[src/rtl/sc_game_status.sv]
// -----------------------------------------------------------------------------
// sc_game_status
// Persistent game state for the principal game FSM: lives, level and the
// houses-occupied register. It consumes the FSM's event pulses and codes and
// returns the updated counters on the next cycle. It also drives respawn,
// game-over and win flags to the display and frog blocks.
//
// Ports
//   SC_GAMESTATUS_CLOCK_50      in   1  system clock, rising edge
//   SC_GAMESTATUS_RESET_InHigh  in   1  asynchronous reset, active high
//   SC_GAMESTATUS_LIVEDEC       in   1  life-lost pulse
//   SC_GAMESTATUS_LEVELINC      in   1  level-passed pulse
//   SC_GAMESTATUS_LEVELOR       in   8  next houses value
//   SC_GAMESTATUS_RESETLEVEL    in   3  0 none, 1 life lost, 2 game lost
//   SC_GAMESTATUS_NEXTLEVEL     in   4  0 none, 1 house taken, 2 next level, 3 game won
//   SC_GAMESTATUS_LIVECOUNT     out  4  remaining lives
//   SC_GAMESTATUS_LEVELCOUNT    out  4  current level index
//   SC_GAMESTATUS_HOUSES        out  8  occupied houses, one bit per house
//   SC_GAMESTATUS_SPEEDSEL      out  2  traffic speed select (level[1:0])
//   SC_GAMESTATUS_RESPAWN       out  1  one-cycle frog respawn pulse
//   SC_GAMESTATUS_GAMEOVER      out  1  sticky lose flag
//   SC_GAMESTATUS_GAMEWIN       out  1  sticky win flag
// -----------------------------------------------------------------------------
module sc_game_status #(
    parameter int unsigned INIT_LIVES     = 3,
    parameter int unsigned MAX_LEVEL      = 3,
    parameter int unsigned HOLDOFF_CYCLES = 1000000,
    parameter int unsigned HOLDOFF_W      = 20
) (
    input  logic       SC_GAMESTATUS_CLOCK_50,
    input  logic       SC_GAMESTATUS_RESET_InHigh,
    input  logic       SC_GAMESTATUS_LIVEDEC,
    input  logic       SC_GAMESTATUS_LEVELINC,
    input  logic [7:0] SC_GAMESTATUS_LEVELOR,
    input  logic [2:0] SC_GAMESTATUS_RESETLEVEL,
    input  logic [3:0] SC_GAMESTATUS_NEXTLEVEL,
    output logic [3:0] SC_GAMESTATUS_LIVECOUNT,
    output logic [3:0] SC_GAMESTATUS_LEVELCOUNT,
    output logic [7:0] SC_GAMESTATUS_HOUSES,
    output logic [1:0] SC_GAMESTATUS_SPEEDSEL,
    output logic       SC_GAMESTATUS_RESPAWN,
    output logic       SC_GAMESTATUS_GAMEOVER,
    output logic       SC_GAMESTATUS_GAMEWIN
);

    typedef enum logic [1:0] {
        ST_PLAY    = 2'd0,
        ST_HOLDOFF = 2'd1,
        ST_OVER    = 2'd2,
        ST_WIN     = 2'd3
    } state_t;

    localparam logic [3:0]           LIVES_RST = 4'(INIT_LIVES);
    localparam logic [3:0]           LEVEL_MAX = 4'(MAX_LEVEL);
    localparam logic [HOLDOFF_W-1:0] HOLD_LD   = HOLDOFF_W'(HOLDOFF_CYCLES - 1);

    state_t               state_q, state_d;
    logic [3:0]           lives_q, lives_d;
    logic [3:0]           level_q, level_d;
    logic [7:0]           houses_q, houses_d;
    logic [1:0]           speed_q, speed_d;
    logic                 respawn_q, respawn_d;
    logic                 over_q, over_d;
    logic                 win_q, win_d;
    logic [HOLDOFF_W-1:0] hold_q, hold_d;
    logic                 live_acc_s;

    // Next-state logic: lose/win codes pre-empt everything, then level pass,
    // then life loss (only accepted outside hold-off), then the houses load.
    always_comb begin
        state_d    = state_q;
        lives_d    = lives_q;
        level_d    = level_q;
        houses_d   = houses_q;
        respawn_d  = 1'b0;
        over_d     = over_q;
        win_d      = win_q;
        hold_d     = hold_q;
        live_acc_s = 1'b0;
        case (state_q)
            ST_PLAY, ST_HOLDOFF: begin
                if (SC_GAMESTATUS_RESETLEVEL == 3'd2) begin
                    state_d = ST_OVER;
                    over_d  = 1'b1;
                end else if (SC_GAMESTATUS_NEXTLEVEL == 4'd3) begin
                    state_d = ST_WIN;
                    win_d   = 1'b1;
                end else begin
                    live_acc_s = SC_GAMESTATUS_LIVEDEC && (state_q == ST_PLAY);
                    if (SC_GAMESTATUS_LEVELINC) begin
                        if (level_q < LEVEL_MAX) begin
                            level_d = level_q + 4'd1;
                        end else begin
                            level_d = level_q;
                        end
                        houses_d  = 8'h00;
                        respawn_d = 1'b1;
                    end else if (live_acc_s) begin
                        // A life loss takes the cycle; houses keep their value.
                        houses_d = houses_q;
                    end else begin
                        houses_d = SC_GAMESTATUS_LEVELOR;
                    end
                    if (live_acc_s) begin
                        if (lives_q != 4'd0) begin
                            lives_d = lives_q - 4'd1;
                        end else begin
                            lives_d = 4'd0;
                        end
                        respawn_d = 1'b1;
                        hold_d    = HOLD_LD;
                        state_d   = ST_HOLDOFF;
                    end else if (state_q == ST_HOLDOFF) begin
                        if (hold_q == {HOLDOFF_W{1'b0}}) begin
                            state_d = ST_PLAY;
                        end else begin
                            hold_d = hold_q - {{(HOLDOFF_W-1){1'b0}}, 1'b1};
                        end
                    end else begin
                        state_d = ST_PLAY;
                    end
                end
            end
            ST_OVER, ST_WIN: begin
                state_d = state_q;
            end
            default: begin
                state_d = ST_PLAY;
            end
        endcase
        speed_d = level_d[1:0];
    end

    // State and output registers with asynchronous reset.
    always_ff @(posedge SC_GAMESTATUS_CLOCK_50 or posedge SC_GAMESTATUS_RESET_InHigh) begin
        if (SC_GAMESTATUS_RESET_InHigh) begin
            state_q   <= ST_PLAY;
            lives_q   <= LIVES_RST;
            level_q   <= 4'd0;
            houses_q  <= 8'h00;
            speed_q   <= 2'd0;
            respawn_q <= 1'b0;
            over_q    <= 1'b0;
            win_q     <= 1'b0;
            hold_q    <= {HOLDOFF_W{1'b0}};
        end else begin
            state_q   <= state_d;
            lives_q   <= lives_d;
            level_q   <= level_d;
            houses_q  <= houses_d;
            speed_q   <= speed_d;
            respawn_q <= respawn_d;
            over_q    <= over_d;
            win_q     <= win_d;
            hold_q    <= hold_d;
        end
    end

    assign SC_GAMESTATUS_LIVECOUNT  = lives_q;
    assign SC_GAMESTATUS_LEVELCOUNT = level_q;
    assign SC_GAMESTATUS_HOUSES     = houses_q;
    assign SC_GAMESTATUS_SPEEDSEL   = speed_q;
    assign SC_GAMESTATUS_RESPAWN    = respawn_q;
    assign SC_GAMESTATUS_GAMEOVER   = over_q;
    assign SC_GAMESTATUS_GAMEWIN    = win_q;

endmodule

[config.mk]
export PLATFORM = sky130hd
export DESIGN_NAME = sc_game_status
export DESIGN_NICKNAME = d
export VERILOG_FILES = /design/src/rtl/sc_game_status.sv
export SDC_FILE = /design/constraint.sdc
export NUM_CORES = 1
export LEC_CHECK = 0
export BUFFER_PORTS_ARGS = -buffer_cell sky130_fd_sc_hd__buf_2
export CAP_MARGIN = 20
export CORE_AREA = 2 2 62 87
export CTS_CLUSTER_SIZE = 10
export DETAILED_ROUTE_END_ITERATION = 8
export DIE_AREA = 0 0 64 89
export GPL_TIMING_DRIVEN = 0
export PLACE_DENSITY = 0.67
export RECOVER_POWER = 50
export SLEW_MARGIN = 40
export SYNTH_ARGS = -nofsm -noshare
export SYNTH_HDL_FRONTEND = slang
export SYNTH_SLANG_ARGS = --single-unit
[constraint.sdc]
create_clock -name SC_GAMESTATUS_CLOCK_50 -period 2 [get_ports SC_GAMESTATUS_CLOCK_50]
set_input_delay 0.5 -clock SC_GAMESTATUS_CLOCK_50 [delete_from_list [all_inputs] [get_ports SC_GAMESTATUS_CLOCK_50]]
set_output_delay 0.5 -clock SC_GAMESTATUS_CLOCK_50 [all_outputs]
set_load 0.1 [all_outputs]
* Yosys cells after proc, flatten, opt, wreduce, memory -nomap -nowiden
Index checks and enable logic that the tools add are counted.
** Word-level totals
- Latch bits :: 0
- Bits in read-only memories :: 0
- Memories :: 0
- Register bits after elaboration :: 41
- Bits in writable memories :: 0
- Input bits :: 19
- Output and inout port bits :: 21
- Logic and storage cells :: 55
** Cells by class
- Mux-type cells :: 17
- Equality and inequality tests :: 8
- Multiply operators :: 0
- Bitwise gates (word level) :: 3
- Reduce and logical (&&, ||, !) cells :: 14
- Shift-type cells :: 0
- $add $sub $neg :: 3
- Divide/modulo/power cells :: 0
- Order comparisons :: 1
** Operators with widths (count)
- 20-bit 2-to-1 mux :: 3
- 20-bit logical NOT :: 1
- 20-bit by 1-bit subtractor with 20-bit output (second input constant) :: 1
- 8-bit 2-to-1 mux :: 2
- 2-bit 2-to-1 mux :: 6
- 5-bit AND reduction :: 2
- 4-bit AND reduction :: 2
- 6-bit != test (second input constant) :: 1
- 1-bit 2-to-1 mux :: 5
- 4-bit by 1-bit adder with 4-bit output (second input constant) :: 1
- 2-bit equality test (second input constant) :: 2
- 4-bit by 2-bit equality test with 1-bit output (second input constant) :: 1
- 4-bit by 2-bit < comparator with 1-bit output (second input constant) :: 1
- 4-bit 2-to-1 mux :: 1
- 2-bit != test (second input constant) :: 2
- 2-bit AND reduction :: 2
- 4-bit nonzero test :: 1
- 2-bit OR reduction :: 2
- 4-bit by 1-bit subtractor with 4-bit output (second input constant) :: 1
- 3-bit by 2-bit equality test with 1-bit output (second input constant) :: 1
- 1-bit NOT :: 3
- 3-bit AND reduction :: 1
- 2-bit by 1-bit equality test with 1-bit output (second input constant) :: 1
- 2-bit logical NOT :: 1
- other kinds (2) :: 2

* Longest topological paths before layout
Gate-level depths: netlist of the first run.
- Word-level depth :: 7
- Gate-level depth with buffers :: 7
- Mapped depth without buffers :: 7

* Least setup slack after synthesis of the first run
No wires, ideal clock.
- Path kind :: input-to-reg
- Start :: input port SC_GAMESTATUS_NEXTLEVEL[2]
- End :: register level_q[1], in the netlist SC_GAMESTATUS_LEVELCOUNT[1]
- Setup time :: 0.128 ns
- Path buffers :: 1
- Stages on the path :: 5
- Data arrival time :: 1.856 ns
- Setup slack :: 0.016 ns
- Required time :: 1.872 ns
- Cells stage by stage :: and4bb_2 > or3_1 > buf_2 > nor4_4 > mux2_1
** Between the ends
- Cells in the longest elaborated chain, start to end :: 3
** RTL lines
- start, declared :: line 36 : input logic [3:0] SC_GAMESTATUS_NEXTLEVEL,
- 4-bit by 2-bit equality test with 1-bit output :: line 85 : end else if (SC_GAMESTATUS_NEXTLEVEL == 4'd3) begin
- 1-bit NOT (no source line)
- 5-bit AND reduction (no source line)
- end signal, assigned :: line 149 : level_q <= level_d;
- end, declared :: line 59 : logic [3:0] level_q, level_d;
No other way between the ends.
A chain may end at the register's enable or synchronous reset.

* Worst setup path after layout of the first run
- Start :: register hold_q[12]
- End :: register hold_q[4]
** Between the ends
- Cells in the longest elaborated chain, start to end :: 3
** RTL lines
- start, declared :: line 65 : logic [HOLDOFF_W-1:0] hold_q, hold_d;
- start signal, assigned :: line 145 : hold_q <= {HOLDOFF_W{1'b0}};
- start signal, assigned :: line 155 : hold_q <= hold_d;
- 20-bit logical NOT :: line 114 : if (hold_q == {HOLDOFF_W{1'b0}}) begin
- 2-bit != test (no source line)
- 5-bit AND reduction (no source line)
No other way between the ends.

==> key figures, run 1 <==
STA
  • Final Skew: 0.003446 ns
  • Pins over their slew limit: 0
  • Period utilization: a little over nine tenths
  • Relative slew slack: around half
  • Fmax: 517.1 MHz
  • Final setup violation count: 0
  • Final worst slack: 0.06627 ns
  • Final min period: 1.934 ns
  • Final hold vios: 0
  • Tightest Pin Transition: 0.7714 ns
  • RSZ-0062 raised after global routing: true

Finish
  • Share of layout cells above drive strength 1: 37.14%
  • Fill cell count: roughly 430
  • Post-route non-filler standard cell count: 309
  • Nets: 266
  • Register area: 0.001032 sq mm
  • Antenna fix cells: 0
  • Layout area overhead: 25.38%
  • Area of the multi-input gates: between 0.001 and 0.0015 sq mm

CTS
  • Clock Path Buffers: 2
  • Clock Latency Late Sink: 0.29 ns
  • CTS tree: done
  • CTS Sinks: 41
  • Cts hold-fix bufs: 0
  • TritonCTS buffer count: 5
  • Root buf cell: clkbuf_8
  • H-tree depth: 2
  • Clk slew on worst S/H paths: 0.08 ns

Synth
  • Post-synth top area cell: dfrtp_1
  • Yosys warning total: 0
  • Number of flops mapped to enable cells by yosys: 0
  • Synth Net Count: 210
  • Top cells by area, synth: dfrtp_1, xor2_1, nor2_1
  • Seq/Total Area, Yosys: between 40 and 50%
  • Mapped Area: between 0.002 and 0.0025 sq mm
  • Syn_area_per_cell: 11.07 sq um
  • Unique masters post-synth: between 50 and 60
  • Flops & latches, synth: 41
  • Prevailing post-synth register cell: dfrtp_1
  • Synth Instances: between 150 and 200
  • Synth top area share: a little under half
  • Fraction of registers with async set/reset: 100.0%

Die
  • Width of the chip: 64 um
  • Ports: 40
  • Core ar.: 0.004842 sq mm
  • Number of core rows: 30
  • Die height: around 89 um
  • Initial core utilization: a little over two fifths
  • Die ar.: 0.005696 sq mm

Setup path
  • CP max-delay cell: or4_4
  • WS Path Type: flop to flop
  • Crit path DAT: 2.11 ns
  • Number of cells on the critical path: 5
  • Reg-to-Reg Start: hold_q[12]
  • Startpoint types: flop
  • CP Capture Type: flop
  • Crit-path max cell delay: 0.58 ns
  • CP Max Fanout: 7
  • R2R depth: 5
  • Cell Chain, Critical Path: or4_4 -> nand3b_4 -> o2111ai_4 -> xor2_1 -> nand2_1
  • Worst Setup EP: hold_q[4]
  • Bufs and invs on worst path: 0
  • WP data required: 2.18 ns
  • Launch point of the worst path: hold_q[12]
  • R2R Path End: hold_q[4]
  • R2r setup slk: 0.07 ns
  • CP delay by family, top: simple AND/OR/NAND/NOR gates

Place
  • GPL Wtd Cong: 0.7735
  • Port bufs: 39
  • HPWL after DPL: 2953 um
  • Cells after DPL: 291
  • DP Worst Slack: -0.1910 ns

Power and ir drop
  • Power after layout: 0.003246 W
  • P_leak: 1.208 nW
  • Pwr Density: 1244 mW/mm^2
  • Worst VDD drop: 1.105 mV

Global route
  • First-pass GRT wire length: 7224 um
  • Overflow after GRT: 0
  • Largest net degree at the start of global routing: 42
  • Vias in the first global route: 1553
  • Initial antenna violation count: 0
  • Gr usage total: 16.22%

Detailed routing
  • Vias: 1687
  • Via/cell ratio: around 5.5
  • Pre-antenna DRT Iters: 4
  • DRT iter0 DRCs: between 40 and 50
  • Detail Route Antenna Nets: 0
  • Residual DRC: 0
  • Routed WL per cell: 14.26 um
  • Final wirelength: 4406 um

Run status
  • Outcome: finished, final reports clean

Job
  • Max-Cap Viols: 0

Worst hold path
  • Worst min-delay path class: primary input to async pin
[final cells by class]
class	count	share of cell area, %
Buffer	9	1.775
Tap cell	64	3.070
Multi-Input combinational cell	135	40.43
Sequential cell	41	39.57
Timing Repair Buffer	47	9.736
Inverter	5	0.8153
Clock buffer	6	3.165
Clock inverter	2	1.439
[worst reg2reg max path, delay by kind of cell, from the launching register on]
family,cells,cell delay [ns]
simple gates,3,0.88
flops,1,0.42
compound gates,1,0.35
xor+xnor,1,0.17
[placed cells by master, fill, tap and decap left out, drive strengths merged, types with 4 or more instances in the layout]
cell    count
o211ai      6
a22oi       4
o21ai       7
nor3        8
o31ai       4
inv         5
nor4        4
nand3       6
xor2        9
nor2       17
buf        51
a22o        4
nand2      15
clkbuf     11
or3         5
dfrtp      39
[synthesized netlist by cell type (all sizes together) (2+ instances only)]
cell type  instances
dfstp              2
dfrtp             39
a21oi              2
xor2               9
nand3              6
o211ai             5
nand2             15
clkbuf             4
nor2              17
mux2               2
mux2i              3
o21ai              7
o41ai              3
buf                5
ha                 3
nor4               4
or3                5
inv                5
a21o               2
nor3               8
a22oi              4
or4                3
a31oi              2
a22o               4
nor3b              3
o311ai             2
o2111ai            2
o31ai              4
[flip-flops by register name, indices dropped and copies added (netlist names)]
| register | flops |
|---|---|
| hold_q | 20 |
| SC_GAMESTATUS_LEVELCOUNT | 4 |
| SC_GAMESTATUS_HOUSES | 8 |
| SC_GAMESTATUS_GAMEOVER | 1 |
| state_q | 2 |
| SC_GAMESTATUS_GAMEWIN | 1 |
| SC_GAMESTATUS_LIVECOUNT | 4 |
| SC_GAMESTATUS_RESPAWN | 1 |
[power by group]
group / switching, W / total [W] / internal (W)
sequential: 0.000200 / 0.00121 / 0.00101
combinational: 0.00102 / 0.00134 / 0.000312
clock: 0.000293 / 0.000698 / 0.000406
[layer usage]
| layer | vias to the layer above | track usage (%) | wire length [um] |
|---|---|---|---|
| li1 | 823 | - | - |
| met1 | 812 | 19.56 | 1896 |
| met2 | 44 | 28.41 | 2244 |
| met3 | 8 | 3.275 | 181 |
| met4 | 0 | 6.522 | 85 |
| met5 | - | 0 | 0 |
[cells by family after synthesis]
logic type               count (synthesis)  synth area share [%]
XOR/XNOR                                 9                 3.789
adder cells (fa/ha/maj)                  3                 1.804
AND/OR/NAND/NOR                         73                 22.49
flip-flops                              41                 49.43
buffers and inverters                   14                 3.126
multiplexers                             5                 2.526
AO/OA/AOI/OAI                           43                 16.84
[worst min path at each step]
stage                          startpoint                     endpoint  slack, ns  cells after the start
3_3_place_gp       SC_GAMESTATUS_GAMEOVER       SC_GAMESTATUS_GAMEOVER       0.46                      1
5_1_grt        SC_GAMESTATUS_RESET_InHigh                    hold_q[6]       0.29                      2
6_report       SC_GAMESTATUS_RESET_InHigh  SC_GAMESTATUS_LEVELCOUNT[0]       0.22                      2
4_1_cts        SC_GAMESTATUS_RESET_InHigh      SC_GAMESTATUS_HOUSES[6]       0.26                      2
3_5_place_dp       SC_GAMESTATUS_GAMEOVER       SC_GAMESTATUS_GAMEOVER       0.45                      1
2_1_floorplan                  hold_q[15]                   hold_q[15]       0.45                      1
[metrics by stage]
step	utilization, %	hold slack [ns]	instance area [sq um]	setup TNS [ns]
after floorplan	-	0.4493	2081	0
after global placement	48.66	0.4555	2356	-1.344
after detailed placement	48.71	0.4534	2359	-1.821
after CTS	51.52	0.2611	2495	0
after global routing	53.88	0.2941	2609	-0.1350
final	53.88	0.2235	2609	0
[what timing repair did]
action / 4_1_cts / 5_1_grt
gates cloned: 0 / 2
pin swaps: 1 / 2
setup buffers: 0 / 8
setup endpoints to repair: 9 / 16
resized for setup: 3 / 8
Power figures use the tool's default switching activity.
==> inputs of run 2 (changes only) <==
Settings changed: PLACE_DENSITY 0.67 to not set, PLACE_DENSITY_LB_ADDON set to 0.12.
==> run 2 against run 1 <==
Effect of this change: fmax fell by 2.0%; final cell count rose by 2.3%; routed wire length rose by 3.7%; via count did not move; register-to-register slack got worse by 0.04 ns; total power fell by 3.1%; non-clock buffer count rose by 7; critical path depth rose by 1; clock power fell by 26%; die area did not move; critical endpoint is now hold_q[5]; largest cell class unchanged; largest power group unchanged; highest routed layer unchanged.
==> key figures, run 2 (synthesis results as in run 1) <==
CTS
  • Root buf cell: clkbuf_8
  • CTS tree: done
  • Clk slew on worst S/H paths: 0.08 ns (about the same)
  • TritonCTS buffer count: 5 (unchanged)
  • CTS Sinks: 41 (unchanged)
  • Clock Path Buffers: 2 (unchanged)
  • Clock Latency Late Sink: 0.29 ns (about the same)
  • Cts hold-fix bufs: 0 (unchanged)
  • H-tree depth: 2 (unchanged)

Die
  • Number of core rows: 30 (unchanged)
  • Die ar.: 0.005696 sq mm (unchanged)
  • Die height: 89 um (unchanged)
  • Core ar.: 0.004842 sq mm (unchanged)
  • Initial core utilization: 42.97% (unchanged)
  • Ports: 40 (unchanged)
  • Width of the chip: 64 um (unchanged)

Detailed routing
  • Pre-antenna DRT Iters: 5 (+1)
  • Vias: 1687 (unchanged)
  • Residual DRC: 0 (unchanged)
  • Final wirelength: 4570 um (+3.7%)
  • Detail Route Antenna Nets: 0 (unchanged)
  • Via/cell ratio: 5.339 (-2.2%)
  • Routed WL per cell: 14.46 um (+1.4%)
  • DRT iter0 DRCs: 95 (+110%)

Setup path
  • R2r setup slk: 0.03 ns (-0.04 ns)
  • WS Path Type: flop to flop
  • CP Max Fanout: 5 (-2)
  • CP Capture Type: flop
  • Reg-to-Reg Start: hold_q[12]
  • Startpoint types: flop
  • Cell Chain, Critical Path: or4_4 -> nand3b_4 -> o211ai_4 -> buf_4 -> nor2_2 -> mux2i_1
  • CP max-delay cell: or4_4
  • Crit-path max cell delay: 0.57 ns (about the same)
  • WP data required: 2.17 ns (about the same)
  • R2R Path End: hold_q[5]
  • Crit path DAT: 2.14 ns (+0.03 ns)
  • R2R depth: 6 (+1)

STA
  • Final min period: 1.973 ns (+0.03955 ns)
  • Relative slew slack: 63.91% (+16 points)
  • Final hold vios: 0 (unchanged)
  • Final Skew: 0.008567 ns (+0.005120 ns)
  • Final setup violation count: 0 (unchanged)
  • Fmax: 506.8 MHz (-2.0%)
  • Period utilization: 98.66% (+2.0 points)
  • Pins over their slew limit: 0 (unchanged)
  • Hold slack: 0.2362 ns (+0.01267 ns)
  • Tightest Pin Transition: 0.5436 ns (-0.2277 ns)

Finish
  • Nets: 273 (+2.6%)
  • Register area: 0.001032 sq mm (unchanged)
  • Commonest non-fill, non-tap cells in the layout: dfrtp_1, buf_2, buf_4
  • Largest Register: hold_q
  • Area of the multi-input gates: 0.001114 sq mm (+5.6%)
  • Fin area: 0.002685 sq mm (+2.9%)
  • Final Core Density: 55.45% (+1.6 points)
  • Max reg flops: 20 (unchanged)
  • Layout area overhead: 29.04%
  • Antenna fix cells: 0 (unchanged)
  • Fill cell count: 432 (unchanged)
  • Share of layout cells above drive strength 1: 38.10% (+0.95 points)

Job
  • Max-Cap Viols: 0 (unchanged)

Global route
  • Overflow after GRT: 0 (unchanged)
  • Largest net degree at the start of global routing: 42 (unchanged)
  • Gr usage total: 16.68% (+0.47 points)
  • Vias in the first global route: 1575 (+1.4%)
  • Initial antenna violation count: 0 (unchanged)
  • First-pass GRT wire length: 7458 um (+3.2%)

Power and ir drop
  • Worst VDD drop: 1.324 mV (+20%)
  • Pwr Density: 1171 mW/mm^2 (-5.9%)
  • P_leak: 1.225 nW (+1.5%)
  • Power after layout: 0.003145 W (-3.1%)

Place
  • Port bufs: 39 (unchanged)
  • GPL Wtd Cong: 0.7662 (-0.94%)
  • HPWL after DPL: 3041 um (+3.0%)
  • Post-DP Area: 0.002359 sq mm (unchanged)

Worst hold path
  • Worst min-delay path class: primary input to async pin

Run status
  • Outcome: finished, final reports clean
[run 2: repair_timing]
action,4_1_cts,5_1_grt
gates cloned,0,2
gates resized for setup,4,17
buffers inserted,0,15
endpoints found under the setup margin,8,16
pin swaps,1,2
hold endpoints to repair,0,0
[run 2: metrics by stage]
step | setup slack, ns | cells | TNS [ns]
after global routing | -0.01816 | 316 | -0.02671
after global placement | -0.1966 | 291 | -4.111
after floorplan | 0.01578 | 188 | 0
after CTS | 0.007079 | 299 | 0
final | 0.02672 | 316 | 0
after detailed placement | -0.1961 | 291 | -1.729
[run 2: routing by layer]
metal | global-route usage, % | vias to the layer above | part of all wire [%]
li1 | - | 834 | -
met1 | 21.82 | 799 | 44
met2 | 27.56 | 48 | 50
met3 | 2.897 | 6 | 4.5
met4 | 6.719 | 0 | 1.6
met5 | 0 | - | 0
[run 2: worst max path at each step]
stage / start / to / slack [ns]
6_report: hold_q[12] / hold_q[5] / 0.03
4_1_cts: hold_q[12] / hold_q[2] / 0.007
2_1_floorplan: SC_GAMESTATUS_NEXTLEVEL[2] / SC_GAMESTATUS_LEVELCOUNT[1] / 0.02
3_5_place_dp: SC_GAMESTATUS_NEXTLEVEL[1] / SC_GAMESTATUS_LEVELCOUNT[1] / -0.20
3_3_place_gp: SC_GAMESTATUS_NEXTLEVEL[1] / SC_GAMESTATUS_LEVELCOUNT[1] / -0.20
5_1_grt: hold_q[0] / hold_q[2] / -0.02
[run 2: report_power, final]
group / leakage, nW / switching [W] / internal (W)
clock: 0.0395 / 0.000272 / 0.000248
sequential: 0.505 / 0.000204 / 0.00101
combinational: 0.681 / 0.00106 / 0.000349
total: 1.23 / 0.00154 / 0.00161
[run 2: layout make-up]
| cell class | instances | share of cell area [%] |
|---|---|---|
| multi-input combinational | 135 | 41.47 |
| sequential | 41 | 38.44 |
| timing repair buffer | 54 | 11.51 |
| clock buffer | 8 | 2.982 |
| tap | 64 | 2.982 |
| buffer | 9 | 1.817 |
| inverter | 5 | 0.7922 |
[run 2: worst max-delay path, delay by kind of cell (launching register included)]
| family | cells | cell delay, ns |
|---|---|---|
| and+or+nand+nor | 3 | 0.85 |
| DFF | 1 | 0.42 |
| AOI/OAI and AO/OA | 1 | 0.30 |
| buffers and inverters | 1 | 0.16 |
| muxes | 1 | 0.13 |
